`src/rtl/wall_spawner.sv`:
```
// wall_spawner: draws candidate wall positions from the LFSR pair, grid-aligns
// them, rejects out-of-bounds or colliding candidates (head, food, placed walls)
// and commits accepted positions into a slot table read by renderer/collision.
// Optional build macro: WALL_HEAD_ZONE_EN (reject candidates near the head).
//
// state  | meaning
// -------+--------------------------------------------------------------
// IDLE   | waiting for spawn_req
// DRAW   | strobe rnd_en, capture aligned candidate at the edge
// CHECK  | validate candidate; retry, give up, or accept
// COMMIT | write candidate into slot[wall_count]
// DONE   | one-cycle done pulse
// FAIL   | one-cycle fail pulse, table unchanged
module wall_spawner #(
    parameter int NUM_WALLS = 8,
    parameter int X_MAX     = 640,
    parameter int Y_MAX     = 480,
    parameter int GRID_LOG2 = 4,
    parameter int MAX_TRIES = 15,
    parameter int HEAD_ZONE = 32
) (
    input  logic        pixel_clk,
    input  logic        reset,
    input  logic        spawn_req,
    input  logic        clear,
    input  logic [10:0] rnd_x,
    input  logic [10:0] rnd_y,
    output logic        rnd_en,
    input  logic [10:0] head_x,
    input  logic [10:0] head_y,
    input  logic [10:0] food_x,
    input  logic [10:0] food_y,
    input  logic [3:0]  rd_idx,
    output logic [10:0] rd_x,
    output logic [10:0] rd_y,
    output logic        rd_valid,
    output logic [4:0]  wall_count,
    output logic        busy,
    output logic        done,
    output logic        fail
);

    localparam logic [10:0] GRID_MASK = 11'h7FF << GRID_LOG2;

    typedef enum logic [2:0] {IDLE, DRAW, CHECK, COMMIT, DONE_S, FAIL_S} state_t;

    state_t      state, state_nxt;
    logic [7:0]  tries;
    logic [7:0]  tries_inc;
    logic [10:0] cand_x, cand_y;
    logic [10:0] slot_x [NUM_WALLS];
    logic [10:0] slot_y [NUM_WALLS];
    logic        hit_slot;
    logic        in_zone;
    logic        cand_ok;
    logic        table_full;

    assign tries_inc  = tries + 8'd1;
    assign table_full = (wall_count >= 5'(NUM_WALLS));

`ifdef WALL_HEAD_ZONE_EN
    logic [11:0] dist_x, dist_y;

    // Absolute distance to the head, computed on 12 bits so no wrap occurs.
    always_comb begin
        dist_x = (cand_x >= head_x) ? ({1'b0, cand_x} - {1'b0, head_x})
                                    : ({1'b0, head_x} - {1'b0, cand_x});
        dist_y = (cand_y >= head_y) ? ({1'b0, cand_y} - {1'b0, head_y})
                                    : ({1'b0, head_y} - {1'b0, cand_y});
        in_zone = (dist_x < 12'(HEAD_ZONE)) && (dist_y < 12'(HEAD_ZONE));
    end
`else
    logic [11:0] unused_head_zone;
    assign unused_head_zone = 12'(HEAD_ZONE);
    assign in_zone = 1'b0;
`endif

    // Candidate validation; only filled slots take part in the overlap test.
    always_comb begin
        hit_slot = 1'b0;
        for (int i = 0; i < NUM_WALLS; i++) begin
            if ((5'(i) < wall_count) && (slot_x[i] == cand_x) && (slot_y[i] == cand_y))
                hit_slot = 1'b1;
        end
        cand_ok = (cand_x != 11'd0) && (cand_y != 11'd0)
               && ({1'b0, cand_x} < 12'(X_MAX)) && ({1'b0, cand_y} < 12'(Y_MAX))
               && !((cand_x == (head_x & GRID_MASK)) && (cand_y == (head_y & GRID_MASK)))
               && !((cand_x == (food_x & GRID_MASK)) && (cand_y == (food_y & GRID_MASK)))
               && !hit_slot && !in_zone;
    end

    // State register.
    always_ff @(posedge pixel_clk or negedge reset) begin
        if (!reset) state <= IDLE;
        else        state <= state_nxt;
    end

    // Next-state decode and Moore outputs; clear overrides everything.
    always_comb begin
        state_nxt = state;
        rnd_en    = 1'b0;
        done      = 1'b0;
        fail      = 1'b0;
        busy      = (state != IDLE);
        case (state)
            IDLE:    if (spawn_req) state_nxt = table_full ? FAIL_S : DRAW;
            DRAW: begin
                rnd_en    = 1'b1;
                state_nxt = CHECK;
            end
            CHECK: begin
                if (cand_ok)                         state_nxt = COMMIT;
                else if (tries_inc == 8'(MAX_TRIES)) state_nxt = FAIL_S;
                else                                 state_nxt = DRAW;
            end
            COMMIT:  state_nxt = DONE_S;
            DONE_S: begin
                done      = 1'b1;
                state_nxt = IDLE;
            end
            FAIL_S: begin
                fail      = 1'b1;
                state_nxt = IDLE;
            end
            default: state_nxt = IDLE;
        endcase
        if (clear) state_nxt = IDLE;
    end

    // Datapath: retry counter, candidate capture and slot table.
    always_ff @(posedge pixel_clk or negedge reset) begin
        if (!reset) begin
            tries      <= 8'd0;
            cand_x     <= 11'd0;
            cand_y     <= 11'd0;
            wall_count <= 5'd0;
            for (int i = 0; i < NUM_WALLS; i++) begin
                slot_x[i] <= 11'd0;
                slot_y[i] <= 11'd0;
            end
        end else if (clear) begin
            tries      <= 8'd0;
            wall_count <= 5'd0;
            for (int i = 0; i < NUM_WALLS; i++) begin
                slot_x[i] <= 11'd0;
                slot_y[i] <= 11'd0;
            end
        end else begin
            case (state)
                IDLE:  tries <= 8'd0;
                DRAW: begin
                    cand_x <= rnd_x & GRID_MASK;
                    cand_y <= rnd_y & GRID_MASK;
                end
                CHECK: if (!cand_ok) tries <= tries_inc;
                COMMIT: begin
                    for (int i = 0; i < NUM_WALLS; i++) begin
                        if (5'(i) == wall_count) begin
                            slot_x[i] <= cand_x;
                            slot_y[i] <= cand_y;
                        end
                    end
                    wall_count <= wall_count + 5'd1;
                end
                default: ;
            endcase
        end
    end

    // Combinational read port; unfilled or out-of-range indices read as empty.
    always_comb begin
        rd_valid = ({1'b0, rd_idx} < wall_count) && ({1'b0, rd_idx} < 5'(NUM_WALLS));
        rd_x     = 11'd0;
        rd_y     = 11'd0;
        for (int i = 0; i < NUM_WALLS; i++) begin
            if (rd_valid && (4'(i) == rd_idx)) begin
                rd_x = slot_x[i];
                rd_y = slot_y[i];
            end
        end
    end

endmodule

```
`config.mk`:
```
export PLATFORM = sky130hd
export DESIGN_NAME = wall_spawner
export DESIGN_NICKNAME = d
export VERILOG_FILES = /design/src/rtl/wall_spawner.sv
export SDC_FILE = /design/constraint.sdc
export NUM_CORES = 1
export LEC_CHECK = 0
export BUFFER_PORTS_ARGS = -buffer_cell sky130_fd_sc_hd__buf_2
export CAP_MARGIN = 30
export CORE_AREA = 2 2 112 195
export CTS_BUF_LIST = sky130_fd_sc_hd__clkbuf_16
export CTS_CLUSTER_SIZE = 16
export DETAILED_ROUTE_END_ITERATION = 7
export DIE_AREA = 0 0 114 197
export PLACE_DENSITY = 0.61
export SLEW_MARGIN = 20
export SYNTH_ARGS = -nofsm -noshare
export SYNTH_HDL_FRONTEND = slang
export SYNTH_SLANG_ARGS = --single-unit
```
`constraint.sdc`:
```
create_clock -name pixel_clk -period 5.4 [get_ports pixel_clk]
set_clock_uncertainty 0.05 [all_clocks]
set_input_delay 0.27 -clock pixel_clk [delete_from_list [all_inputs] [get_ports pixel_clk]]
set_output_delay 0.27 -clock pixel_clk [all_outputs]
set_load 0.03 [all_outputs]
```
==> summary.log, run 1 <==
qor: synth.most_instantiated_flip_flop_cell_in_the_synthesis_netlist sky130_fd_sc_hd__dfrtp_1
qor: route.detail_route.wl_per_cell 22.3 um
qor: global_route.global_route.usage.met2 0.450
qor: status.run_status complete, no violations
qor: setup_path.crit_slowest_cell sky130_fd_sc_hd__dfrtp_1
qor: placement.place.gp.congestion 1.00
qor: sta.timing.final.crit_share 0.610
qor: setup_path.worst_path_most_repeated_cell sky130_fd_sc_hd__a21oi_1
qor: global_route.antenna_violations_before_repair 0
qor: global_route.grt_pass1_wl 45.5 mm
qor: global_route.grt-ovfl-total 0
qor: synth.synth-edff-count 0
qor: clock_tree.cts_h_tree_depth 4
qor: final_layout.filler_cell_count 2,007
qor: setup_path.critical_path.n_buffers_inverters 3
qor: pwr.irDropWorstVdd 182 uV
qor: global_route.groute.layer.met1.usage 0.336
qor: sta.totalNegativeSetupSlack 0 ps
qor: synth.netlist_top_cells_count sky130_fd_sc_hd__nand2_1 (209), sky130_fd_sc_hd__dfrtp_1 (142), sky130_fd_sc_hd__xor2_1 (109)
qor: sta.fmax 0.303 GHz
qor: synth.synth_async_sr_flop_share 1.00
qor: placement.io_buffer_count 73
qor: die.placementRows 70
qor: final_layout.final_core_utilization 0.486
qor: route.dr_total_vias 7,911
qor: die.floorplan.io_pins 106
qor: sta.worstMarginPinSlew 984 ps
qor: sta.setup_repair_after_global_routing_missed_its_margin no
qor: synth.share_of_the_yosys_chip_area_belonging_to_registers 0.385
qor: setup_path.crit_path_start_kind flip-flop
qor: synth.synth_top_area_share 0.385
qor: sta.slew_headroom 0.344
qor: setup_path.cp_max_fo 13
qor: setup_path.critical_path_class reg2out
qor: global_route.number_of_global_route_vias_before_repair 7,541
qor: synth.synth_most_common_cell sky130_fd_sc_hd__nand2_1
qor: worst_hold_path.min-delay-path-class in2reg
qor: global_route.grt.met3_usage 0.0338
qor: pwr.total_leakage_power 4.27 nW
qor: synth.top_area_cells_in_the_synthesized_netlist sky130_fd_sc_hd__dfrtp_1 (38%), sky130_fd_sc_hd__xor2_1 (10%), sky130_fd_sc_hd__nand2_1 (8.5%)
qor: route.drt.antenna.violating_nets 0
qor: global_route.grt_max_degree 93
qor: setup_path.timing.critical_path.arrival 2980 ps
qor: placement.dp_hpwl 20.9 mm
qor: setup_path.critical_path.cell_chain inv_1 -> ha_1 -> a21o_1 -> a21oi_1 -> o21bai_1 -> buf_4 -> a21oi_1 -> buf_2
qor: flow_run.max-cap-violations 0
qor: synth.yosysTopAreaCell sky130_fd_sc_hd__dfrtp_1
qor: die.floorplan.die.width 114 um
qor: synth.post_synth_instance_area 9230 sq um
qor: final_layout.areaGrowthSynthToFinish 9.87%
qor: placement.placed_area 9560 sq um
qor: synth.ys_warnings 0
qor: sta.setup_viol 0
qor: final_layout.final_design_area_no_fill 10,100 sq um
qor: route.drcViolationCount 0
qor: global_route.groute.usage.overall 0.269
qor: global_route.grt_most_used_layer met2
qor: clock_tree.cts.sink_count 142
qor: final_layout.final_net_count 1,145
qor: die.core 20,800 sq um
qor: die.vertical_die_dimension 197 um
qor: setup_path.worst_setup_path_end_kind output port
qor: synth.postSynthAreaPerCell 8.94 sq um
qor: route.totalWireLength 29.7 mm
qor: clock_tree.cts_buf_count 17
qor: setup_path.required 5080 ps
qor: pwr.design_power_total 3.36 mW
qor: die.floorplan.initialDensity 0.443
qor: die.floorplan.die_area 22,500 sq um
qor: pwr.cellPowerDensity 331 nW/um^2
qor: clock_tree.clkTransAtPathRegs 70 ps
qor: setup_path.critical-path-top-delay-family flip-flops
qor: clock_tree.insertion_delay 440 ps
qor: route.detail_route.first_pass.iterations 5
qor: synth.ys_types 62
qor: clock_tree.tritoncts built
qor: sta.fin_crit 3300 ps
qor: route.post_drt_via_cell_ratio 5.96
qor: final_layout.final_layout_size_suffix_gt1_frac 0.159
qor: setup_path.worst_path_largest_cell_delay 780 ps
qor: sta.hold_violations 0
qor: clock_tree.clockBufferDepth 2
qor: synth.post_synth_inst_count 1,033
qor: clock_tree.clock_tree.root_cell sky130_fd_sc_hd__clkbuf_16
qor: route.detail_route.iter0.violations 651
qor: synth.ys_ff_latch 142
qor: sta.finalMaxSlewViolations 0
qor: final_layout.antenna_cells_inserted 0
[cells in the final DEF (no fill, tap or decap), types with 3 or more instances in the layout]
cell / n
sky130_fd_sc_hd__clkinvlp_4: 5
sky130_fd_sc_hd__a221oi_1: 5
sky130_fd_sc_hd__nand2_1: 209
sky130_fd_sc_hd__conb_1: 8
sky130_fd_sc_hd__o211ai_1: 5
sky130_fd_sc_hd__nand2b_1: 5
sky130_fd_sc_hd__buf_2: 71
sky130_fd_sc_hd__nand4b_1: 3
sky130_fd_sc_hd__a22oi_1: 6
sky130_fd_sc_hd__a21oi_1: 94
sky130_fd_sc_hd__nor2_1: 45
sky130_fd_sc_hd__nand4_1: 25
sky130_fd_sc_hd__nand3_1: 38
sky130_fd_sc_hd__mux2i_1: 15
sky130_fd_sc_hd__o21ai_1: 4
sky130_fd_sc_hd__a22o_1: 6
sky130_fd_sc_hd__nor4_4: 3
sky130_fd_sc_hd__clkinv_4: 3
sky130_fd_sc_hd__clkbuf_16: 17
sky130_fd_sc_hd__inv_1: 12
sky130_fd_sc_hd__o21ai_0: 38
sky130_fd_sc_hd__dfrtp_1: 142
sky130_fd_sc_hd__or4_1: 3
sky130_fd_sc_hd__nor3_2: 3
sky130_fd_sc_hd__xnor2_1: 37
sky130_fd_sc_hd__buf_4: 23
sky130_fd_sc_hd__a211oi_1: 6
sky130_fd_sc_hd__mux2_2: 14
sky130_fd_sc_hd__mux4_2: 14
sky130_fd_sc_hd__nor4_1: 35
sky130_fd_sc_hd__xor2_1: 109
sky130_fd_sc_hd__ha_1: 8
sky130_fd_sc_hd__nor2b_1: 6
sky130_fd_sc_hd__nor3_1: 13
[cell type report]
class,instances,area (sq um),share of cell area
multi-input cells,795,5110,0.504
inverters,11,41.3,0.00407
repair buffers,96,549,0.0542
well taps,252,315,0.0311
flip-flops and latches,142,3550,0.350
clock buffers,17,425,0.0419
clock inverters,15,149,0.0147
[metal layers]
| layer | share of wire | up-vias |
|---|---|---|
| met2 | 0.50 | 332 |
| met1 | 0.40 | 3873 |
| met4 | 0.059 | 0 |
| met3 | 0.046 | 84 |
| met5 | 0 | - |
| li1 | - | 3622 |
[worst paths after layout]
check / start / to / slack [ps] / cells past startpoint
min in group asynchronous: reset / cand_x[5]$_DFFE_PN0P_ / 430 / 2
max reg2reg: wall_count[2]$_DFFE_PN0P_ / slot_x[15]$_DFFE_PN0P_ / 2340 / 5
min: rnd_x[5] / cand_x[5]$_DFFE_PN0P_ / 10 / 2
max: wall_count[2]$_DFFE_PN0P_ / rd_y[7] / 2100 / 8
max in group asynchronous: reset / slot_y[54]$_DFFE_PN0P_ / 3600 / 3
min reg2reg: cand_y[10]$_DFFE_PN0P_ / cand_y[10]$_DFFE_PN0P_ / 460 / 1
[metrics by stage]
| step | worst slack, ps | cells | hold WS (ps) |
|---|---|---|---|
| detailed placement | 2390 | 1295 | 378 |
| global route | 1990 | 1328 | 8.16 |
| global placement | 2320 | 1293 | 379 |
| finish | 2100 | 1328 | 14.7 |
| CTS | 2180 | 1328 | 9.99 |
| floorplan | 2820 | 1040 | -75.6 |
[timing repair]
action	CTS	global route
hold buffers	1	0
gates resized for setup	0	0
endpoints found under the hold margin	91	0
buffers inserted	0	0
[cell families (layout without fill, tap and decap cells)]
logic type / Yosys count / count (layout) / share of synthesized area
DFF: 142 / 142 / 0.385
xor gates and xnor gates: 146 / 146 / 0.139
adders and majority gates: 8 / 8 / 0.0108
other: 1 / 8 / 0.000406
buffers and inverters: 103 / 139 / 0.0674
AOI/OAI and AO/OA: 185 / 185 / 0.124
muxes: 43 / 43 / 0.0675
and+or+nand+nor: 405 / 405 / 0.207
[sequential cells by signal, indices dropped and copies added, names as in the netlist]
register,cells
cand_x,7
tries,8
slot_x,56
cand_y,7
state,3
slot_y,56
wall_count,5
[where the power goes]
| group | internal [mW] | switching, mW |
|---|---|---|
| Clock | 0.676 | 0.495 |
| Sequential | 1.13 | 0.140 |
| Combinational | 0.330 | 0.587 |
| Total | 2.14 | 1.22 |
Power figures use the tool's default switching activity.
==> run 2: changes to the inputs <==
Settings changed: ABC_AREA set to 1, CORE_AREA 2 2 112 195 to 2 2 110 193, DIE_AREA 0 0 114 197 to 0 0 112 195, PLACE_DENSITY 0.61 to 0.64.
Clock period 5.4 ns to 3 ns, I/O delays scaled along.
==> run 2 against run 1 <==
Register-to-register slack lost 2000 ps. Global-route usage is 2.8 points higher. Clock power up 96%. Highest routed layer unchanged.
==> summary.log, run 2 <==
qor: global_route.groute.usage.overall 0.297 [+0.0282]
qor: route.detail_route.wl_per_cell 19.0 um [-15%]
qor: global_route.number_of_global_route_vias_before_repair 8,827 [+17%]
qor: global_route.grt_max_degree 71 [-24%]
qor: synth.share_of_the_yosys_chip_area_belonging_to_registers 0.395 [+0.00957]
qor: final_layout.leading_cell_type_in_the_layout_fill_and_taps_excluded sky130_fd_sc_hd__nand2_1
qor: clock_tree.clock_tree.root_cell sky130_fd_sc_hd__clkbuf_16
qor: synth.synth-edff-count 0 [unchanged]
qor: setup_path.critical_path_class reg2out
qor: setup_path.critPathLaunch wall_count[2]$_DFFE_PN0P_
qor: synth.ys_warnings 0 [unchanged]
qor: setup_path.required 2800 ps [-2280 ps]
qor: status.run_status complete, no violations
qor: clock_tree.clkTransAtPathRegs 60 ps [about the same]
qor: setup_path.reg2regPathDepth 13 [+8]
qor: die.floorplan.initialDensity 0.446 [+0.00301]
qor: clock_tree.cts_buf_count 17 [unchanged]
qor: clock_tree.cts.sink_count 142 [unchanged]
qor: sta.fin_crit 2890 ps
qor: die.placementRows 69 [-1.4%]
qor: global_route.global_route.usage.met2 0.523 [+0.0733]
qor: final_layout.footprint_of_the_flip_flops_and_latches 3550 sq um [unchanged]
qor: final_layout.filler_cell_count 2,022 [+0.75%]
qor: setup_path.timing.rr.end tries[7]$_DFFE_PN0P_
qor: global_route.grt.met3_usage 0.0450 [+0.0112]
qor: final_layout.final_net_count 1,519 [+33%]
qor: sta.setup_viol 0 [unchanged]
qor: setup_path.setup.reg_to_reg.worst_slack 360 ps [-1980 ps]
qor: placement.placed_area 9790 sq um [+2.4%]
qor: setup_path.cp_max_fo 5 [-8]
qor: global_route.grt_most_used_layer met2
qor: final_layout.final_layout_size_suffix_gt1_frac 0.143 [-0.0161]
qor: synth.post_synth_inst_count 1,321 [+28%]
qor: sta.timing.final.crit_share 0.962
qor: clock_tree.clockBufferDepth 2 [unchanged]
qor: final_layout.areaGrowthSynthToFinish 19.3%
qor: final_layout.antenna_cells_inserted 0 [unchanged]
qor: placement.io_buffer_count 73 [unchanged]
qor: final_layout.reg.largest.list slot_x x56, slot_y x56, tries x8
qor: synth.postSynthAreaPerCell 6.82 sq um [-24%]
qor: route.detail_route.first_pass.iterations 7 [+2]
qor: route.drt.antenna.violating_nets 0 [unchanged]
qor: placement.dpl.cell_count 1,647 [+27%]
qor: sta.slew_headroom 0.455 [+0.111]
qor: placement.place.gp.congestion 0.984 [-2.1%]
qor: sta.hold_violations 0 [unchanged]
qor: final_layout.final_design_area_no_fill 10,700 sq um [+5.9%]
qor: die.floorplan.die.width 112 um [-1.8%]
qor: pwr.total_leakage_power 5.33 nW [+25%]
qor: final_layout.most-common-layout-cells sky130_fd_sc_hd__nand2_1 (453), sky130_fd_sc_hd__nor2_1 (164), sky130_fd_sc_hd__dfrtp_1 (142)
qor: global_route.antenna_violations_before_repair 0 [unchanged]
qor: clock_tree.tritoncts built
qor: route.detail_route.iter0.violations 814 [+25%]
qor: setup_path.timing.critical_path.arrival 2690 ps [-290 ps]
qor: final_layout.multiInputGateArea 4690 sq um [-8.3%]
qor: route.dr_total_vias 9,149 [+16%]
qor: synth.netlist_top_cells_count sky130_fd_sc_hd__nand2_1 (457), sky130_fd_sc_hd__nor2_1 (166), sky130_fd_sc_hd__dfrtp_1 (142)
qor: synth.ys_types 42 [-32%]
qor: synth.synth_async_sr_flop_share 1.00 [unchanged]
qor: route.drcViolationCount 0 [unchanged]
qor: synth.synth_top_area_share 0.395 [+0.00957]
qor: synth.yosysTopAreaCell sky130_fd_sc_hd__dfrtp_1
qor: final_layout.stdcell_count 1,697 [+28%]
qor: setup_path.worst_setup_path_end_kind output port
qor: setup_path.crit_path_start_kind flip-flop
qor: setup_path.regToRegStartpoint wall_count[3]$_DFFE_PN0P_
qor: global_route.groute.layer.met1.usage 0.320 [-0.0161]
qor: synth.post_synth_instance_area 9010 sq um [-2.4%]
qor: worst_hold_path.min-delay-path-class in2async
qor: flow_run.max-cap-violations 0 [unchanged]
qor: route.post_drt_via_cell_ratio 5.39 [-9.5%]
qor: synth.most_instantiated_flip_flop_cell_in_the_synthesis_netlist sky130_fd_sc_hd__dfrtp_1
qor: synth.ys_ff_latch 142 [unchanged]
qor: die.floorplan.io_pins 106 [unchanged]
qor: clock_tree.insertion_delay 440 ps [about the same]
qor: global_route.grt_pass1_wl 49.1 mm [+7.8%]
qor: die.core 20,200 sq um [-3.1%]
qor: synth.synth_most_common_cell sky130_fd_sc_hd__nand2_1
qor: sta.setup_repair_after_global_routing_missed_its_margin no
qor: setup_path.critPathCapture rd_y[10]
qor: sta.finalMaxSlewViolations 0 [unchanged]
qor: synth.top_area_cells_in_the_synthesized_netlist sky130_fd_sc_hd__dfrtp_1 (39%), sky130_fd_sc_hd__nand2_1 (19%), sky130_fd_sc_hd__nor2_1 (6.9%)
qor: placement.dp_hpwl 24.0 mm [+15%]
qor: sta.fmax 0.347 GHz
qor: pwr.cellPowerDensity 613 nW/um^2 [+85%]
qor: sta.totalNegativeSetupSlack 0 ps [unchanged]
qor: route.totalWireLength 32.3 mm [+8.8%]
qor: die.vertical_die_dimension 195 um [-1.0%]
qor: clock_tree.cts_h_tree_depth 4 [unchanged]
qor: global_route.grt-ovfl-total 0 [unchanged]
qor: pwr.irDropWorstVdd 409 uV [+130%]
qor: die.floorplan.die_area 21,800 sq um [-2.8%]
qor: sta.worstMarginPinSlew 815 ps [-169 ps]
[run 2: cell types whose count changed after synthesis, sizes merged, moves of 14 or more]
cell	before	now
nor4	39	0
clkbuf	32	13
buf	60	41
a21oi	95	33
xor2	109	25
inv	11	143
nand2	209	458
mux2i	15	0
o21ai	43	134
mux2	14	0
mux4	14	0
nor2	46	171
[run 2: cell type report]
type,count,area share
multi-input cells,985,0.436
clock inverters,14,0.0185
clock buffers,17,0.0396
well taps,248,0.0289
repair buffers,144,0.0941
inverters,147,0.0521
flip-flops and latches,142,0.331
[run 2: power by group]
part / switching, mW / total, mW / internal (mW)
combinational: 1.20 / 1.81 / 0.610
sequential: 0.299 / 2.48 / 2.18
clock: 0.840 / 2.29 / 1.45
total: 2.34 / 6.58 / 4.24
[run 2: what timing repair did]
item / 4_1_cts / 5_1_grt
endpoints found under the setup margin: 14 / 14
pin swaps: 0 / 9
resized for setup: 6 / 40
hold endpoints to repair: 83 / 0
hold buffers: 16 / 0
buffers inserted: 0 / 3
[run 2: metrics by stage]
stage / hold slack, ps / worst slack, ps / utilization / power [mW]
2_1_floorplan: -196 / 391 / - / 3.57
3_3_place_gp: 174 / 142 / 0.485 / 4.21
3_5_place_dp: 173 / 129 / 0.485 / 4.25
4_1_cts: 269 / 1.51 / 0.525 / 6.57
5_1_grt: 326 / 3.79 / 0.532 / 6.90
6_report: 259 / 114 / 0.532 / 6.58
[run 2: cells by family (layout without fill, tap and decap cells)]
family / Yosys count / count (layout) / synth area share
other: 1 / 8 / 0.000416
xor gates and xnor gates: 51 / 51 / 0.0496
AOI/OAI and AO/OA: 187 / 187 / 0.118
buffers and inverters: 201 / 322 / 0.0979
and+or+nand+nor: 731 / 731 / 0.329
DFF: 142 / 142 / 0.395
adders and majority gates: 8 / 8 / 0.0111
[run 2: worst min-delay path by stage]
stage,start,to,cells past startpoint
floorplan,reset,cand_x[10]$_DFFE_PN0P_,0
global placement,reset,slot_x[28]$_DFFE_PN0P_,1
detailed placement,reset,slot_x[6]$_DFFE_PN0P_,1
CTS,reset,slot_y[30]$_DFFE_PN0P_,2
global route,reset,slot_y[31]$_DFFE_PN0P_,2
finish,reset,slot_y[20]$_DFFE_PN0P_,2
[run 2: worst max-delay path, cell delays in order (launching register included)]
cell,delay [ps]
sky130_fd_sc_hd__dfrtp_1,380
sky130_fd_sc_hd__inv_2,80
sky130_fd_sc_hd__ha_4,200
sky130_fd_sc_hd__a21oi_1,110
sky130_fd_sc_hd__o21ai_1,70
sky130_fd_sc_hd__nand2_1,100
sky130_fd_sc_hd__nand2_2,80
sky130_fd_sc_hd__buf_6,140
sky130_fd_sc_hd__nor2_4,230
sky130_fd_sc_hd__inv_2,90
sky130_fd_sc_hd__nor2_4,160
sky130_fd_sc_hd__buf_6,140
sky130_fd_sc_hd__nand2_1,50
sky130_fd_sc_hd__nand4_1,230
sky130_fd_sc_hd__buf_6,180
[run 2: per-layer routing]
layer,vias to the layer above,share of wire
li1,4359,-
met3,128,0.063
met4,0,0.081
met1,4242,0.35
met5,-,0
met2,420,0.51
